**config.mk**
```make
export PLATFORM = sky130hd
export DESIGN_NAME = fp_align_seq
export DESIGN_NICKNAME = d
export VERILOG_FILES = /design/src/rtl/fp_align_pkg.sv /design/src/rtl/exp_compare.sv /design/src/rtl/fp_align_seq.sv
export SDC_FILE = /design/constraint.sdc
export NUM_CORES = 1
export LEC_CHECK = 0
export ABC_AREA = 1
export BUFFER_PORTS_ARGS = -buffer_cell sky130_fd_sc_hd__buf_2
export CAP_MARGIN = 5
export CORE_MARGIN = 2
export CORE_UTILIZATION = 55
export CTS_CLUSTER_DIAMETER = 80
export CTS_CLUSTER_SIZE = 14
export DETAILED_ROUTE_END_ITERATION = 12
export PLACE_DENSITY_LB_ADDON = 0.05
export SLEW_MARGIN = 20
export SYNTH_ARGS = -nofsm -noshare
export SYNTH_HDL_FRONTEND = slang
export SYNTH_SLANG_ARGS = --single-unit
```
**constraint.sdc**
```tcl
create_clock -name clk -period 3.6 [get_ports clk]
set_clock_uncertainty 0.15 [all_clocks]
set_input_delay 0.72 -clock clk [delete_from_list [all_inputs] [get_ports clk]]
set_output_delay 0.72 -clock clk [all_outputs]
set_load 0.05 [all_outputs]
```
**src/rtl/fp_align_pkg.sv**
```systemverilog
// Shared types and helpers for the floating-point alignment front-end.
// Holds the FSM state encoding, the aligned-width rule and the shift-count helper.
package fp_align_pkg;

    typedef enum logic [1:0] {
        IDLE,
        SHIFT,
        DONE
    } state_e;

    // Aligned mantissa carries guard and sticky below the mantissa bits.
    function automatic int sh_width(input int man_w);
        return man_w + 2;
    endfunction

    // Magnitude of a signed difference, clamped to limit.
    function automatic int abs_sat(input int diff, input int limit);
        int mag;
        mag = (diff < 0) ? -diff : diff;
        return (mag > limit) ? limit : mag;
    endfunction

endpackage

```
**src/rtl/exp_compare.sv**
```systemverilog
// Combinational exponent comparator: signed difference, larger exponent, swap flag.
// Ports: exp_a, exp_b in; diff (EXP_W+1 two's complement), exp_max, swap out.
module exp_compare #(
    parameter int EXP_W = 3
) (
    input  logic [EXP_W-1:0] exp_a,
    input  logic [EXP_W-1:0] exp_b,
    output logic [EXP_W:0]   diff,
    output logic [EXP_W-1:0] exp_max,
    output logic             swap
);

    // One extra bit so the sign of a - b is never lost.
    assign diff    = {1'b0, exp_a} - {1'b0, exp_b};
    assign swap    = diff[EXP_W];
    assign exp_max = swap ? exp_b : exp_a;

endmodule

```
**src/rtl/fp_align_seq.sv**
```systemverilog
// Sequential alignment stage for the FP adder: captures an operand pair, orders it
// by exponent and shifts the smaller mantissa right one bit per cycle with guard/sticky.
// Ports: clk, rst (async high); in_valid/in_ready upstream; out_valid/out_ready downstream;
// exp_a/exp_b/man_a/man_b operands; exp_diff, exp_out, swap, man_big, man_small results.
module fp_align_seq
    import fp_align_pkg::*;
#(
    parameter int EXP_W = 3,
    parameter int MAN_W = 4,
    localparam int SH_W = sh_width(MAN_W)
) (
    input  logic             clk,
    input  logic             rst,
    input  logic             in_valid,
    output logic             in_ready,
    input  logic [EXP_W-1:0] exp_a,
    input  logic [EXP_W-1:0] exp_b,
    input  logic [MAN_W-1:0] man_a,
    input  logic [MAN_W-1:0] man_b,
    output logic             out_valid,
    input  logic             out_ready,
    output logic [EXP_W:0]   exp_diff,
    output logic [EXP_W-1:0] exp_out,
    output logic             swap,
    output logic [MAN_W-1:0] man_big,
    output logic [SH_W-1:0]  man_small
);

    localparam int CNT_W = $clog2(SH_W + 1);

    logic [EXP_W:0]   cmp_diff;
    logic [EXP_W-1:0] cmp_max;
    logic             cmp_swap;
    logic [CNT_W-1:0] cnt_init;

    state_e           state_q, state_d;
    logic [CNT_W-1:0] cnt_q, cnt_d;
    logic [SH_W-1:0]  sh_q, sh_d;
    logic [EXP_W:0]   diff_q, diff_d;
    logic [EXP_W-1:0] exp_q, exp_d;
    logic             swap_q, swap_d;
    logic [MAN_W-1:0] big_q, big_d;
    logic             ov_q, ov_d;

    exp_compare #(
        .EXP_W (EXP_W)
    ) u_cmp (
        .exp_a   (exp_a),
        .exp_b   (exp_b),
        .diff    (cmp_diff),
        .exp_max (cmp_max),
        .swap    (cmp_swap)
    );

    // Shifts past SH_W only keep feeding zeros into sticky, so clamp there.
    assign cnt_init = CNT_W'(abs_sat(int'($signed(cmp_diff)), SH_W));

    always_comb begin
        state_d = state_q;
        cnt_d   = cnt_q;
        sh_d    = sh_q;
        diff_d  = diff_q;
        exp_d   = exp_q;
        swap_d  = swap_q;
        big_d   = big_q;
        ov_d    = ov_q;
        unique case (state_q)
            IDLE: begin
                if (in_valid) begin
                    diff_d  = cmp_diff;
                    exp_d   = cmp_max;
                    swap_d  = cmp_swap;
                    big_d   = cmp_swap ? man_b : man_a;
                    sh_d    = {(cmp_swap ? man_a : man_b), 2'b00};
                    cnt_d   = cnt_init;
                    state_d = (cnt_init == '0) ? DONE : SHIFT;
                end
            end
            SHIFT: begin
                // Bit 0 is sticky: it ORs in whatever falls off the guard position.
                sh_d  = {1'b0, sh_q[SH_W-1:2], sh_q[1] | sh_q[0]};
                cnt_d = cnt_q - 1'b1;
                if (cnt_q == CNT_W'(1)) begin
                    state_d = DONE;
                end
            end
            DONE: begin
                // First DONE cycle only raises out_valid; handshake from then on.
                if (!ov_q) begin
                    ov_d = 1'b1;
                end else if (out_ready) begin
                    ov_d    = 1'b0;
                    state_d = IDLE;
                end
            end
            default: begin
                state_d = IDLE;
                ov_d    = 1'b0;
            end
        endcase
    end

    always_ff @(posedge clk or posedge rst) begin
        if (rst) begin
            state_q <= IDLE;
            cnt_q   <= '0;
            sh_q    <= '0;
            diff_q  <= '0;
            exp_q   <= '0;
            swap_q  <= 1'b0;
            big_q   <= '0;
            ov_q    <= 1'b0;
        end else begin
            state_q <= state_d;
            cnt_q   <= cnt_d;
            sh_q    <= sh_d;
            diff_q  <= diff_d;
            exp_q   <= exp_d;
            swap_q  <= swap_d;
            big_q   <= big_d;
            ov_q    <= ov_d;
        end
    end

    assign in_ready  = (state_q == IDLE);
    assign out_valid = ov_q;
    assign exp_diff  = diff_q;
    assign exp_out   = exp_q;
    assign swap      = swap_q;
    assign man_big   = big_q;
    assign man_small = sh_q;

endmodule
```
==> out/results.ini <==
[grt]
met3_usage_pct=2.778
grt.busiest_layer=met2
grt.overflow.total=0
grt_use_met1_pct=29.10
grt_max_degree=24
grt_pass1_wl_um=4802
grtUsageTotal_pct=22.65
grt_antenna_before_repair=0
use_met2_pct=39.16
grt_pass1_vias=1131

[worst_setup_path]
critPathKind=primary input to register
r2r-start=state_q[1]$_DFFE_PP0P_
crit_chain=buf_2, inv_1, ha_1, inv_1, fa_1, inv_1, nand2_1, nand2_1, nand2_2, nand2_1, nor2_1, nand2_1, nand3_1, nand2_1, nand2_1
cp_data_required_time_ps=3690
cpPeakStageDelay_ps=460
path_buf_inv=4
crit_slowest_cell=fa_1
critPathMostFrequentCell=nand2_1
cp-start-kind=primary input
r2r_slack_ps=2030
cp_max_fo=3
worst_r2r_endpoint=cnt_q[2]$_DFFE_PP0P_
worstPathArrival_ps=2310
cp-end-kind=register
path_delay_family=adder cells
r2r.worst_path.cells=6

[sta]
drv_slew=0
setup_tns_ps=0
slew_headroom_pct=40.93
finalHoldViolCount=0
whs_ps=348.2
setup_viol=0
post-route-min-period_ps=2226
setup_ws_ps=1374
fin_crit_sh_pct=61.82
fmax_ghz=0.4493
rsz0062_at_grt=no
worstMarginPinSlew_ps=885.1

[min_path]
holdPathEnd=exp_diff[0]$_DFFE_PP0P_
hold_path_class=register to register
min_path_cells=2
min_from=exp_diff[0]$_DFFE_PP0P_

[floorplanning]
dieArea_sq_um=2938
io_pins=38
core_area_sq_um=2432
die_w_um=54.21
die_h_um=54.21
start_util_pct=57.00
row_count=18

[clock_tree]
ctsHoldBuffers=0
cts-htree-levels=1
clock_sinks=23
cts_resized=0
root_buffer=clkbuf_4
clkTransAtPathRegs_ps=140
numCtsBuffers=3
cts_setup_buffers=0
clock_path_buffers=2
insertion_delay_ps=320
cts_tree=yes

[yosys]
synth.distinct_cells=25
syn_nets=198
synth.avg_cell_area_sq_um=7.967
syn_inst=174
yosys_register_bits=23
synthesis.area_sq_um=1386
ys_seq_area_share_pct=41.52
synth_warnings=0

[routing]
drtIter0Drc=13
post_drt_wl_per_cell_um=12.35
vias=1255
vias_per_cell=5.229
drc=0
wirelength_um=2963
dr.pass1.iters=4
drtAntennaViolNets=0

[pwr]
peakVddDrop_mv=0.7490
powerDensity_nw_per_um2=972.1
p_leak_nw=0.8719

[job]
maxCapViolations=0

[layout]
num-nets-final=235
design_area_sq_um=1607
layout-drive-gt1-share_pct=29.05
fillCellCount=220
area_growth_pct=15.88
diodes=0

[placed_design]
gp_congestion=0.8575
dpl_cell_area_sq_um=1577
place_ws_ps=1023
hpwl_um=2257
io_buffers=37

[run_status]
status=complete, no violations

-- stage by stage --
stage               utilization [%]  total power, W  cells
floorplan                         -        0.001244    174
global placement              64.81        0.001424    236
detailed placement            64.81        0.001446    236
CTS                           66.05        0.001574    240
global route                  66.05        0.001675    240
finish                        66.05        0.001562    240
-- worst reg2reg max path, cell delays in order (launching register included) --
cell and delay [ps]:
dfrtp_1 500, nor2_4 190, nand2_4 170, inv_2 230, nand3_1 130, nand3_1 80
inv_1 40
-- power breakdown --
| group | total [W] | switching (W) | leakage (nW) | internal (W) |
|---|---|---|---|---|
| Clock | 0.000127 | 0.0000850 | 0.0139 | 0.0000425 |
| Combinational | 0.000961 | 0.000713 | 0.576 | 0.000248 |
| Sequential | 0.000473 | 0.0000874 | 0.282 | 0.000386 |
| Total | 0.00156 | 0.000885 | 0.872 | 0.000676 |
-- routing by layer --
layer / part of all wire (%) / wire length [um]
met1: 45 / 1322
met2: 50 / 1478
met3: 4.5 / 134
met4: 0.94 / 28
met5: 0 / 0
-- state kept, by name, indices dropped and copies added, names as in the netlist --
signal	cells
man_small	6
exp_diff	4
man_big	4
cnt_q	3
exp_out	3
state_q	2
out_valid	1
-- Yosys cell counts --
cell | count | share of area, %
o21ai_1 | 20 | 7.2
nand4_1 | 1 | 0.45
o21ai_0 | 8 | 2.9
fa_1 | 1 | 1.4
nand2_1 | 36 | 9.7
inv_2 | 3 | 0.81
o211ai_2 | 1 | 0.90
o21ai_2 | 1 | 0.63
a21oi_2 | 1 | 0.63
xor2_1 | 1 | 0.63
a22o_1 | 1 | 0.63
nand3b_1 | 1 | 0.54
buf_4 | 3 | 1.6
nor2_1 | 15 | 4.1
dfrtp_1 | 23 | 42
nand2_4 | 2 | 1.6
nand3_1 | 7 | 2.5
nor2_4 | 4 | 3.2
nand3_2 | 2 | 1.4
a22oi_1 | 3 | 1.6
buf_2 | 2 | 0.72
ha_1 | 5 | 4.5
inv_1 | 21 | 5.7
nand2_2 | 6 | 2.7
a21oi_1 | 6 | 2.2
-- cell usage in the layout, fill, tap and decap left out --
cell,synthesis,routed
nand3b_1,1,1
o21ai_2,1,1
a22o_1,1,1
nand2_4,2,2
a21oi_1,6,6
ha_1,5,5
clkbuf_4,0,3
a21oi_2,1,1
nand3_2,2,2
nand3_1,7,7
xor2_1,1,1
inv_2,3,3
nand4_1,1,1
o21ai_0,8,8
nor2_4,4,4
dfrtp_1,23,23
o211ai_2,1,1
o21ai_1,20,20
clkinvlp_4,0,1
nand2_2,6,6
nor2_1,15,15
inv_1,21,21
buf_2,2,37
nand2_1,36,36
a22oi_1,3,3
fa_1,1,1
-- worst max path at each step --
stage,from,to,slack [ps],cells after the start
floorplan,exp_a[0],cnt_q[0]$_DFFE_PP0P_,1300,13
global placement,exp_a[0],cnt_q[1]$_DFFE_PP0P_,1060,13
detailed placement,exp_a[0],cnt_q[1]$_DFFE_PP0P_,1020,15
CTS,exp_a[0],state_q[0]$_DFFE_PP0P_,1370,12
global route,exp_a[0],cnt_q[1]$_DFFE_PP0P_,1240,14
finish,exp_a[0],cnt_q[1]$_DFFE_PP0P_,1370,15
-- final cells by class --
cell class                      count  area, sq um  area share, %
Tap cell                           30        37.54          2.336
Clock buffer                        3        22.52          1.402
Inverter                           24        90.09          5.607
Multi-Input combinational cell    122        688.2          42.83
Clock inverter                      1        7.507         0.4673
Timing Repair Buffer               37        185.2          11.53
Sequential cell                    23        575.6          35.83
-- logic make-up (layout without fill, tap and decap cells) --
kind of cell / count (synthesis) / in the layout / synth area share (%)
buffers and inverters: 29 / 65 / 8.845
AO/OA/AOI/OAI: 41 / 41 / 16.70
adder cells (fa/ha/maj): 6 / 6 / 5.957
XOR/XNOR: 1 / 1 / 0.6319
AND/OR/NAND/NOR: 74 / 74 / 26.35
flip-flops: 23 / 23 / 41.52
Note: power is estimated with default switching activity, not from simulation.
